$ cat src/rtl/instr_encoder_loader.sv
// Streaming RV32I encoder: re-packs decoded instruction fields into 32-bit words
// and writes them to consecutive instruction-memory addresses over a ready/valid port.
`timescale 1ns/1ps
module instr_encoder_loader #(
    parameter int ADDR_W    = 8,
    parameter int DEPTH     = 256,
    parameter int BASE_ADDR = 0
) (
    input  logic              clk,
    input  logic              rst_n,
    input  logic              start_i,
    input  logic              in_valid_i,
    output logic              in_ready_o,
    input  logic              last_i,
    input  logic [6:0]        opcode_i,
    input  logic [4:0]        rd_i,
    input  logic [4:0]        rs1_i,
    input  logic [4:0]        rs2_i,
    input  logic [2:0]        fn3_i,
    input  logic [11:0]       imm_i,
    input  logic [19:0]       imm_uj_i,
    input  logic              fn7_5_i,
    input  logic [6:0]        imm11_5_i,
    output logic              wr_en_o,
    output logic [ADDR_W-1:0] wr_addr_o,
    output logic [31:0]       wr_data_o,
    input  logic              wr_ready_i,
    output logic              busy_o,
    output logic              done_o,
    output logic [ADDR_W:0]   count_o,
    output logic [1:0]        err_o
);

    localparam logic [6:0] OP_R      = 7'b0110011;
    localparam logic [6:0] OP_IMM    = 7'b0010011;
    localparam logic [6:0] OP_LOAD   = 7'b0000011;
    localparam logic [6:0] OP_JALR   = 7'b1100111;
    localparam logic [6:0] OP_STORE  = 7'b0100011;
    localparam logic [6:0] OP_BRANCH = 7'b1100011;
    localparam logic [6:0] OP_JAL    = 7'b1101111;
    localparam logic [6:0] OP_LUI    = 7'b0110111;
    localparam logic [6:0] OP_AUIPC  = 7'b0010111;

    localparam logic [ADDR_W:0]   DEPTH_C = (ADDR_W+1)'(DEPTH);
    localparam logic [ADDR_W:0]   ONE_C   = (ADDR_W+1)'(1);
    localparam logic [ADDR_W-1:0] BASE_C  = ADDR_W'(BASE_ADDR);

    typedef enum logic [1:0] {
        S_IDLE,
        S_RUN,
        S_DRAIN,
        S_DONE
    } state_t;

    state_t            state_q, state_d;
    logic [ADDR_W:0]   acc_q, acc_d;
    logic [ADDR_W:0]   count_q, count_d;
    logic [1:0]        err_q, err_d;
    logic              wrEn_q, wrEn_d;
    logic [ADDR_W-1:0] wrAddr_q, wrAddr_d;
    logic [31:0]       wrData_q, wrData_d;

    logic [31:0] encWord;
    logic        encBad;
    logic        accept;
    logic        wrDone;
    logic        unusedImm;

    // Shift immediates come from imm[11:5], so the separate imm11_5 field carries nothing.
    assign unusedImm = ^imm11_5_i;

    always_comb begin
        encWord = 32'h0000_0013;
        encBad  = 1'b0;
        case (opcode_i)
            OP_R:                     encWord = {1'b0, fn7_5_i, 5'b0, rs2_i, rs1_i, fn3_i, rd_i, opcode_i};
            OP_IMM, OP_LOAD, OP_JALR: encWord = {imm_i, rs1_i, fn3_i, rd_i, opcode_i};
            OP_STORE:                 encWord = {imm_i[11:5], rs2_i, rs1_i, fn3_i, imm_i[4:0], opcode_i};
            OP_BRANCH:                encWord = {imm_i[11], imm_i[9:4], rs2_i, rs1_i, fn3_i,
                                                 imm_i[3:0], imm_i[10], opcode_i};
            OP_JAL:                   encWord = {imm_uj_i[19], imm_uj_i[9:0], imm_uj_i[10],
                                                 imm_uj_i[18:11], rd_i, opcode_i};
            OP_LUI, OP_AUIPC:         encWord = {imm_uj_i, rd_i, opcode_i};
            default:                  encBad  = 1'b1;
        endcase
    end

    assign wrDone     = wrEn_q && wr_ready_i;
    assign in_ready_o = (state_q == S_RUN) && (!wrEn_q || wr_ready_i) && (acc_q < DEPTH_C);
    assign accept     = in_valid_i && in_ready_o;

    // A completing write and a fresh accept can share a cycle; the accept wins wr_en.
    always_comb begin
        state_d  = state_q;
        acc_d    = acc_q;
        count_d  = count_q;
        err_d    = err_q;
        wrEn_d   = wrEn_q;
        wrAddr_d = wrAddr_q;
        wrData_d = wrData_q;

        if (wrDone) begin
            wrEn_d  = 1'b0;
            count_d = count_q + ONE_C;
        end
        if (accept) begin
            wrEn_d   = 1'b1;
            wrAddr_d = BASE_C + acc_q[ADDR_W-1:0];
            wrData_d = encWord;
            acc_d    = acc_q + ONE_C;
            if (encBad) begin
                err_d[0] = 1'b1;
            end
        end

        case (state_q)
            S_IDLE: begin
                if (start_i) begin
                    state_d = S_RUN;
                    acc_d   = '0;
                    count_d = '0;
                    err_d   = '0;
                end
            end
            S_RUN: begin
                if (accept && (last_i || (acc_q + ONE_C == DEPTH_C))) begin
                    state_d = S_DRAIN;
                    if (!last_i) begin
                        err_d[1] = 1'b1;
                    end
                end
            end
            S_DRAIN: begin
                if (!wrEn_q || wr_ready_i) begin
                    state_d = S_DONE;
                end
            end
            S_DONE:  state_d = S_IDLE;
            default: state_d = S_IDLE;
        endcase
    end

    always_ff @(posedge clk or negedge rst_n) begin
        if (!rst_n) begin
            state_q  <= S_IDLE;
            acc_q    <= '0;
            count_q  <= '0;
            err_q    <= '0;
            wrEn_q   <= 1'b0;
            wrAddr_q <= BASE_C;
            wrData_q <= '0;
        end else begin
            state_q  <= state_d;
            acc_q    <= acc_d;
            count_q  <= count_d;
            err_q    <= err_d;
            wrEn_q   <= wrEn_d;
            wrAddr_q <= wrAddr_d;
            wrData_q <= wrData_d;
        end
    end

    assign wr_en_o   = wrEn_q;
    assign wr_addr_o = wrAddr_q;
    assign wr_data_o = wrData_q;
    assign busy_o    = (state_q != S_IDLE);
    assign done_o    = (state_q == S_DONE);
    assign count_o   = count_q;
    assign err_o     = err_q;

endmodule

$ cat config.mk
export PLATFORM = sky130hd
export DESIGN_NAME = instr_encoder_loader
export DESIGN_NICKNAME = d
export VERILOG_FILES = /design/src/rtl/instr_encoder_loader.sv
export SDC_FILE = /design/constraint.sdc
export NUM_CORES = 1
export LEC_CHECK = 0
export CAP_MARGIN = 20
export CORE_MARGIN = 2
export CORE_UTILIZATION = 46
export CTS_BUF_LIST = sky130_fd_sc_hd__clkbuf_8
export CTS_CLUSTER_SIZE = 12
export DETAILED_ROUTE_END_ITERATION = 10
export GPL_TIMING_DRIVEN = 1
export PLACE_DENSITY = 0.91
export SLEW_MARGIN = 20
export SYNTH_ARGS = -nofsm -noshare
export SYNTH_HDL_FRONTEND = slang
export SYNTH_SLANG_ARGS = --single-unit
export TNS_END_PERCENT = 5
$ cat constraint.sdc
create_clock -name clk -period 2.4 [get_ports clk]
set_clock_uncertainty 0.1 [all_clocks]
set_input_delay 0.48 -clock clk [delete_from_list [all_inputs] [get_ports clk]]
set_output_delay 0.48 -clock clk [all_outputs]
set_load 0.01 [all_outputs]
==> impl_metrics.ini, run 1 <==
[outcome]
status = finished clean

[min_path]
hp-class = reg -> reg
worst_hold_startpoint = wr_data_o[0]$_DFFE_PN0P_
whs_path_depth = 1
holdPathEnd = wr_data_o[0]$_DFFE_PN0P_

[logic_synthesis]
yosysWarningCount = 0
synth_nets = 457
ys_ff_latch = 63
ys_top_cells_by_area = dfrtp_1 47%, nand2_1 8.3%, nor2_1 5.4%, a222oi_1 5.3%, o21ai_0 3.8%
syn_area_mm2 = 0.003388
synth_edf_count = 0
synthCells = 379
postSynth.asyncResetShare = 1.000
synth_top_area_frac = 0.4653
netlist_top_cells_count = 75 x nand2_1, 63 x dfrtp_1, 49 x nor2_1
yosysMostFrequentCell = nand2_1
synth_ff_type = dfrtp_1
synth_cell_types = 48
yosysTopAreaCell = dfrtp_1
avgSynthCellArea_um2 = 8.940
yosysSeqAreaShare = 0.4653

[setup_path]
endpoint_kind = output port
crit_fanout = 5
rr_endpoint = state_q[0]$_DFFE_PN0P_
r2r_cells = 6
reg2reg_from = acc_q[1]$_DFF_PN0_
worstSetupPathType = reg -> out
cp_data_required_time_ps = 1820
path_cells = inv_1 -> ha_1 -> inv_1 -> clkdlybuf4s50_1
cp_common_cell = inv_1
slowest_delay_ps = 530
arrival_ps = 1700
crit_slowest_cell = clkdlybuf4s50_1
startpoint_type = flop
rrSetupSlack_ps = 210

[timing]
hold_viol = 0
finalMaxSlewViolations = 0
worst_slew_pin_slew_ps = 690.1
period_share = 0.9480
clock.fmax_ghz = 0.4395
period_needed_ps = 2275
finalSetupViolCount = 0
relSlewSlack = 0.5399
rsz0062_at_grt = false
fin_tns_setup_ps = 0

[clock_network]
cts-htree-levels = 3
cts_buffers = 9
postCtsSetupRepairBufs = 0
cts.clk_slew.worst_paths_ps = 70
clockBufferDepth = 2
clock_sink_count = 63
cts-root-buf = clkbuf_8
cts_tree = built
clk_latency_ps = 350

[floorplanning]
die_h_um = 89.83
start_util = 0.4722
core_mm2 = 0.007176
fp-row-count = 31
die_area_mm2 = 0.008069
ioPinCount = 126
die_x_um = 89.83

[global_route]
use_met3 = 0.06538
grt.busiest_layer = met2
grt_use_total = 0.2479
use_met2 = 0.4242
grt_pass1_wl_um = 16260
first_global_vias = 3414
grt_max_degree = 49
grt-ovfl-total = 0
use_met1 = 0.2932
antenna_found_initial = 0

[routing]
routedWlPerCell_um = 15.63
totalWireLength_um = 9580
ant_nets = 0
drtIter0Drc = 227
firstDrtPassIters = 8
drt-vias-per-instance = 5.589
drc = 0
vias = 3426

[placement]
place_inst = 596
port_buffers = 118
dpl_cell_area_mm2 = 0.004785
hpwl_um = 7198
gp_congestion = 0.9202

[finish]
areaGrowthSynthToFinish_pct = 47.42
stdcell_count = 613
antenna_cells = 0
design_area_mm2 = 0.004995
n_fill_cell = 502
drive_gt1_frac = 0.09533
nets = 587

[power]
p_leak_uw = 0.002095
vdd_drop_max_uv = 359.5
cellPowerDensity_mw_per_mm2 = 794.1

[job]
cap_violations = 0
==> power by group <==
group | internal, uW | switching, uW | total (uW)
Clock | 471 | 427 | 898
Sequential | 1300 | 192 | 1490
Combinational | 810 | 767 | 1580
==> layout by cell type (no fill, tap or decap), types with 8 or more instances in the layout <==
cell / n
nand4_1: 8
dfrtp_1: 62
nor2_1: 49
a222oi_1: 18
xor2_1: 12
clkdlybuf4s50_1: 116
o21ai_0: 26
buf_4: 18
inv_1: 9
nand2_1: 75
clkbuf_8: 9
a31oi_1: 12
a21oi_1: 20
==> how the worst max path moves through the flow <==
| stage | start | endpoint | slack (ps) | cells past startpoint |
|---|---|---|---|---|
| global route | state_q[1]$_DFFE_PN0P_ | busy_o | 40 | 4 |
| finish | state_q[1]$_DFFE_PN0P_ | busy_o | 120 | 4 |
| global placement | wr_ready_i | in_ready_o | -100 | 4 |
| detailed placement | opcode_i[6] | wr_data_o[12]$_DFFE_PN0P_ | -150 | 7 |
| CTS | state_q[1]$_DFFE_PN0P_ | busy_o | 120 | 4 |
| floorplan | state_q[1]$_DFFE_PN0P_ | wr_data_o[21]$_DFFE_PN0P_ | 410 | 8 |
==> sequential cells by signal (all words and copies together) (netlist names) <==
name       flops
acc_q          9
count_o        9
err_o          2
state_q        2
wr_addr_o      8
wr_data_o     32
wr_en_o        1
==> final cells by class <==
| class | count | area (um2) | area share |
|---|---|---|---|
| clock buffers | 9 | 123.9 | 0.02480 |
| clock inverters | 7 | 65.06 | 0.01303 |
| repair buffers | 140 | 1380 | 0.2763 |
| multi-input cells | 287 | 1694 | 0.3392 |
| flip-flops and latches | 63 | 1578 | 0.3159 |
| inverters | 8 | 30.03 | 0.006012 |
| well taps | 99 | 123.9 | 0.02480 |
==> timing repair <==
action,CTS,global route
cloned,0,0
hold endpoints to repair,15,0
gates resized for setup,2,2
setup endpoints to repair,1,2
hold buffers,1,0
==> layer usage <==
metal  vias to the layer above  share of wire
met2                       183           0.49
li1                       1617              -
met4                         0          0.029
met1                      1600           0.39
met3                        26          0.091
met5                         -              0
==> logic make-up after synthesis <==
kind of cell / share of synthesized area
compound gates: 0.1880
xor+xnor: 0.03619
fa+ha+maj: 0.02585
buf+inv: 0.03804
flops: 0.4653
mux: 0.01773
simple gates: 0.2290
==> through the flow <==
stage	hold slack, ps	util	setup slack (ps)	total power, uW
2_1_floorplan	84.41	-	414.7	2232
3_3_place_gp	313.1	0.6668	-96.39	3026
3_5_place_dp	318.9	0.6668	-152.3	3082
4_1_cts	378.9	0.6950	118.5	3983
5_1_grt	405.1	0.6961	42.33	4224
6_report	371.6	0.6961	124.9	3966
==> critical path, delay by kind of cell, from the launching register on <==
kind / cells / cell delay, ps
flip-flops: 1 / 430
buffers and inverters: 3 / 700
adder cells (fa/ha/maj): 1 / 210
(Power assumes the default switching activity.)
==> run 2: changes to the inputs <==
CTS_CLUSTER_DIAMETER = 50   (was default)
clock period = 2.3 ns   (was 2.4 ns; I/O delays follow)
==> impl_metrics.ini, run 2 (synthesis results as in run 1) <==
[outcome]
status = finished clean

[finish]
nets = 596
largest_reg_flops = 32
design_area_mm2 = 0.005107
n_fill_cell = 521
drive_gt1_frac = 0.1130
mostFrequentLayoutCell = clkdlybuf4s50_1
stdcell_count = 621
areaGrowthSynthToFinish_pct = 50.74
antenna_cells = 0
most-common-layout-cells = 116 x clkdlybuf4s50_1, 75 x nand2_1, 62 x dfrtp_1, 49 x nor2_1, 27 x buf_4

[timing]
worst_slew_pin_slew_ps = 449.1
fin_tns_setup_ps = 0
period_share = 0.9640
hold_viol = 0
finalMaxSlewViolations = 0
clock.fmax_ghz = 0.4510
rsz0062_at_grt = true
period_needed_ps = 2217
whs_ps = 374.4
relSlewSlack = 0.7006
finalSetupViolCount = 0

[routing]
firstDrtPassIters = 8
ant_nets = 0
routedWlPerCell_um = 16.63
vias = 3535
totalWireLength_um = 10330
drc = 0
drt-vias-per-instance = 5.692
drtIter0Drc = 259

[placement]
gp_congestion = 0.9156
port_buffers = 118
dpl_cell_area_mm2 = 0.004852
place_inst = 605
hpwl_um = 7697

[global_route]
antenna_found_initial = 0
grt-ovfl-total = 0
grt_max_degree = 34
grt_use_total = 0.2579
first_global_vias = 3505
grt_pass1_wl_um = 16760

[power]
swShare = 0.3359
cellPowerDensity_mw_per_mm2 = 861.1
p_switching_uw = 1477
vdd_drop_max_uv = 402.0
clkPwrFrac = 0.259
seqPwrFrac = 0.354
p_leak_uw = 0.002161
p_int_uw = 2921
p_comb_frac = 0.387

[job]
cap_violations = 0

[clock_network]
cts.clk_slew.worst_paths_ps = 70
clock_sink_count = 63
clockBufferDepth = 2
cts-root-buf = clkbuf_8
postCtsSetupRepairBufs = 0
cts_buffers = 9
cts_tree = built
cts-htree-levels = 3
clk_latency_ps = 350

[floorplanning]
start_util = 0.4722
core_mm2 = 0.007176
ioPinCount = 126
die_x_um = 89.83
fp-row-count = 31
die_h_um = 89.83
die_area_mm2 = 0.008069

[min_path]
hp-class = reg -> reg
whs_path_depth = 1

[setup_path]
startpoint_type = flop
cp_data_required_time_ps = 1740
r2r_cells = 6
crit_fanout = 3
arrival_ps = 1660
worstSetupPathType = reg -> out
endpoint_kind = output port
==> run 2: metrics by stage <==
step / setup slack, ps / utilization / total power (uW)
4_1_cts: 59.31 / 0.7102 / 4403
3_3_place_gp: -157.1 / 0.6762 / 3190
2_1_floorplan: 314.7 / - / 2329
6_report: 82.81 / 0.7118 / 4398
5_1_grt: -15.18 / 0.7118 / 4631
3_5_place_dp: -203.2 / 0.6762 / 3265
==> run 2: worst max-delay path: stages (launching register included) <==
cell and delay, ps:
dfrtp_1 380, inv_1 90, ha_1 220, inv_1 80
clkdlybuf4s50_1 530
==> run 2: per-layer routing <==
layer | wire length, um | GRT usage | up-vias
met5 | 0 | 0 | -
met2 | 5237 | 0.4811 | 210
met1 | 3848 | 0.2862 | 1658
met3 | 934 | 0.04694 | 27
li1 | - | - | 1640
met4 | 307 | 0.1128 | 0
==> run 2: area by class of cell <==
cell class                 instances  area [um2]  share of cell area
clock buffer                      12       165.2             0.03234
inverter                           8       30.03            0.005879
sequential                        63        1578              0.3089
timing repair buffer             149        1448              0.2834
clock inverter                     3       65.06             0.01274
tap                               99       123.9             0.02425
multi-input combinational        287        1698              0.3324
==> run 2: power groups by stage <==
stage	Sequential [uW]	Clock, uW	Combinational, uW
6_report	1560	1140	1700
5_1_grt	1590	1190	1850
4_1_cts	1560	1140	1700
3_5_place_dp	1580	0	1690
3_3_place_gp	1560	0	1630
2_1_floorplan	1630	0	697
==> run 2: final timing paths <==
path	to	startpoint	slack, ps
max	busy_o	state_q[0]$_DFFE_PN0P_	80
min	wr_data_o[0]$_DFFE_PN0P_	wr_data_o[0]$_DFFE_PN0P_	370
max reg2reg	state_q[0]$_DFFE_PN0P_	acc_q[1]$_DFF_PN0_	120
min reg2reg	wr_data_o[0]$_DFFE_PN0P_	wr_data_o[0]$_DFFE_PN0P_	370
max in group asynchronous	wr_en_o$_DFFE_PN0P_	rst_n	1060
min in group asynchronous	wr_addr_o[0]$_DFFE_PN0P_	rst_n	490
==> run 2: what timing repair did <==
action,in CTS,in global routing
hold buffers,1,0
endpoints found under the hold margin,16,0
pin swaps,0,1
resized for setup,2,3
endpoints found under the setup margin,1,5
==> run 3: changes to the inputs <==
CAP_MARGIN = 40   (was 20)
CELL_PAD_IN_SITES_DETAIL_PLACEMENT = 1   (was default)
CELL_PAD_IN_SITES_GLOBAL_PLACEMENT = 1   (was default)
CORE_UTILIZATION = 33   (was 46)
PLACE_DENSITY = 0.9   (was 0.91)
==> impl_metrics.ini, run 3 (synthesis results as in run 1) <==
[outcome]
status = finished clean

[finish]
largest_reg_flops = 32
stdcell_count = 672
antenna_cells = 0
drive_gt1_frac = 0.1354
areaGrowthSynthToFinish_pct = 55.21
nets = 612
mostFrequentLayoutCell = clkdlybuf4s50_1
most-common-layout-cells = 114 x clkdlybuf4s50_1, 75 x nand2_1, 63 x dfrtp_1, 49 x nor2_1, 45 x buf_4

[setup_path]
slowest_delay_ps = 440
crit_family = buffers and inverters
cp_data_required_time_ps = 1740
crit_fanout = 5
endpoint_kind = output port
arrival_ps = 1640
worstPathBufferInverterCount = 3
worstSetupPathType = reg -> out
cp-startpoint = state_q[1]$_DFFE_PN0P_
crit_slowest_cell = dfrtp_1
path_cells = inv_1 -> ha_1 -> inv_1 -> nor3_1 -> clkdlybuf4s15_1
reg2reg_from = state_q[1]$_DFFE_PN0P_
startpoint_type = flop
cp_common_cell = inv_1

[placement]
gp_congestion = 0.9407
port_buffers = 118
place_inst = 656
hpwl_um = 9622
dp_worst_setup_slack_ps = -257.3

[routing]
firstDrtPassIters = 8
drt-vias-per-instance = 5.455
ant_nets = 0
totalWireLength_um = 12530
routedWlPerCell_um = 18.64
drtIter0Drc = 173
drc = 0
vias = 3666

[timing]
finalSetupViolCount = 0
relSlewSlack = 0.7097
fin_tns_setup_ps = 0
period_share = 0.9584
hold_viol = 0
finalMaxSlewViolations = 0
setup_ws_ps = 95.68
rsz0062_at_grt = true
clock.fmax_ghz = 0.4537
worst_slew_pin_slew_ps = 430.0
period_needed_ps = 2204

[global_route]
grt_max_degree = 64
grt-ovfl-total = 0
grt_use_total = 0.2431
first_global_vias = 4023
antenna_found_initial = 0
grt_pass1_wl_um = 21050

[power]
p_leak_uw = 0.002250
cellPowerDensity_mw_per_mm2 = 854.6
vdd_drop_max_uv = 380.1

[min_path]
hp-class = in -> async

[clock_network]
clock_sink_count = 63
cts-htree-levels = 3
postCtsSetupRepairBufs = 0
cts_buffers = 9
clockBufferDepth = 2
cts_tree = built
cts.clk_slew.worst_paths_ps = 80
cts-root-buf = clkbuf_8
clk_latency_ps = 350

[job]
cap_violations = 0

[floorplanning]
die_x_um = 105.3
ioPinCount = 126
start_util = 0.3435
fp-row-count = 36
die_area_mm2 = 0.01109
die_h_um = 105.3
core_mm2 = 0.009864
-- run 3: cell count changes in the layout (fill, tap and decap cells not counted), sizes merged --
cell | before | now
clkdlybuf4s15 | 0 | 1
clkdlybuf4s50 | 116 | 114
clkbuf | 12 | 13
dlymetal6s2s | 0 | 1
inv | 8 | 9
clkinv | 1 | 0
dlygate4sd3 | 1 | 0
buf | 31 | 48
-- run 3: area by class of cell --
class                   count  area [um2]
flip-flops and latches     63        1577
well taps                 133       166.4
clock buffers              13       178.9
multi-input cells         287        1688
inverters                   8       30.03
clock inverters             3       63.81
repair buffers            165        1555
fillers                  1146        4606
-- run 3: path summary, 6_finish.rpt --
| check | endpoint | slack (ps) | cells past startpoint |
|---|---|---|---|
| worst max-delay path | in_ready_o | 100 | 5 |
| worst min-delay path | count_o[2]$_DFF_PN0_ | 20 | 2 |
| worst max register to register | state_q[1]$_DFFE_PN0P_ | 160 | 7 |
| worst min register to register | wr_data_o[0]$_DFFE_PN0P_ | 370 | 1 |
| max in group asynchronous | state_q[1]$_DFFE_PN0P_ | 1810 | 2 |
| min in group clk | wr_data_o[0]$_DFFE_PN0P_ | 370 | 1 |
-- run 3: per-stage QoR --
stage,cell area (um2),utilization,hold slack [ps],total power [uW]
finish,5259,0.5331,20.89,4494
global route,5259,0.5331,29.69,4766
CTS,5250,0.5322,14.87,4534
detailed placement,5010,0.5079,356.9,3346
global placement,5010,0.5079,349.7,3252
floorplan,3388,-,64.41,2329
-- run 3: timing repair --
item,in CTS,in global routing
hold endpoints to repair,0,0
pin swaps,0,0
setup endpoints to repair,2,6
hold buffers,0,0
resized for setup,2,3
-- run 3: layer usage --
| layer | global-route usage | up-vias | part of all wire |
|---|---|---|---|
| met5 | 0 | - | 0 |
| li1 | - | 1675 | - |
| met1 | 0.2863 | 1781 | 0.40 |
| met2 | 0.4124 | 186 | 0.50 |
| met4 | 0.1048 | 0 | 0.028 |
| met3 | 0.06865 | 24 | 0.075 |
-- run 3: report_power, final --
group,leakage [uW],switching (uW),internal (uW)
Combinational,0.00129,879,886
Sequential,0.000829,187,1360
Clock,0.000127,461,726
==> variant, RTL diff (config.mk and constraints of run 3) <==
`DEPTH`: 256 -> 128.
--- a/src/rtl/instr_encoder_loader.sv
+++ b/src/rtl/instr_encoder_loader.sv
@@ -5,3 +5,3 @@
     parameter int ADDR_W    = 8,
-    parameter int DEPTH     = 256,
+    parameter int DEPTH     = 128,
     parameter int BASE_ADDR = 0
Check against the original RTL: same outputs for any inputs over 10 cycles, from zero or initial values and one cycle with rst_n low; that may be too few to reach the edited logic, so the function may still have changed.
==> variant against run 3 <==
First-iteration DRC count up 4.6%; synthesized area down 2.6%; routed wire length down 9.4%; setup slack better by 56 ps; design area down 5.0%; sequential power about the same; largest cell class is now registers; core utilization down 2.0 points; power down 6.2%; sequential cell count unchanged.
==> variant: results (changes against run 3) <==
| Metric | Value |
|---|---|
| Leak | `2.07 nW (-7.9%)` |
| Count of different cell masters after synthesis | `50 (+4.2%)` |
| Seq/total area | `31.6% (+1.6 points)` |
| Fillers | `1,164 (+1.6%)` |
| Slew headroom | `67.7% (-3.3 points)` |
| Arr. time, crit path | `1590 ps (-50 ps)` |
| Compound-gate portion of the synthesized area | `19.0% (+0.20 points)` |
| Synth Net Count | `432 (-5.5%)` |
| Routed length per instance | `18.0 µm (-3.7%)` |
| Worst Path Max Fanout | `3 (-2)` |
| Reg2reg start | `acc_q[1]` |
| Peak supply drop | `285 µV (-25%)` |
| Worst reg2reg path depth | `8 (+1)` |
| Status | `complete, no violations` |
| GRT Total Usage | `21.4% (-2.9 points)` |
| Routed via count | `3,350 (-8.6%)` |
| Power Density | `844 nW/µm² (-1.2%)` |
| Switching share of total power | `34.4% (+0.44 points)` |
| Vias in the first global route | `3,697 (-8.1%)` |
| First-pass GRT wire length | `18,600 µm (-12%)` |
| CP max stage delay | `420 ps (-20 ps)` |
| Seq/Total Area, Yosys | `47.8% (+1.2 points)` |
| Top post-synthesis cells by area | `dfrtp_1, nand2_1, a222oi_1, nor2_1, o21ai_0` |
| Post-synth top cells | `nand2_1, dfrtp_1, nor2_1` |
| Clock buffer count | `10 (-3)` |
| Clock-cell share | `3.81% (-0.81 points)` |
| Drt pass-1 iters | `9 (+1)` |
| Synth Area in Adders | `2.65% (+0.069 points)` |
| Non-clk buf share | `29.3% (-0.31 points)` |
| DP HPWL | `8660 µm (-10%)` |
-- variant: cell types whose count changed after synthesis, moves of 3 or more --
cell             run 3  this run
mux2i_1              6         1
nor2_1              49        45
buf_2               13         2
or2_2                1         5
nand3_1              7         4
xor2_1              12         7
a222oi_1            18        23
nor3_1               3         0
buf_6                0         6
o21ai_0             26        20
o21ai_1              0         4
nand2_1             75        68
a21oi_1             20        15
nand4_1              8         5
-- variant: routing by layer --
layer / vias to the layer above / wire (µm) / GRT usage (%)
met5: - / 0 / 0
met4: 0 / 278 / 8.11
met3: 26 / 656 / 5.33
met2: 120 / 5810 / 38.1
met1: 1646 / 4600 / 24.7
li1: 1558 / - / -
-- variant: per-stage QoR --
step / instance area [µm²] / hold WS, ps / std cells / TNS (ps)
after floorplan: 3300 / 64.4 / 354 / 0
after global placement: 4800 / 353 / 616 / -176
after detailed placement: 4800 / 362 / 616 / -959
after CTS: 4990 / 28.1 / 632 / 0
after global routing: 4990 / 42.8 / 632 / 0
final: 4990 / 17.6 / 632 / 0
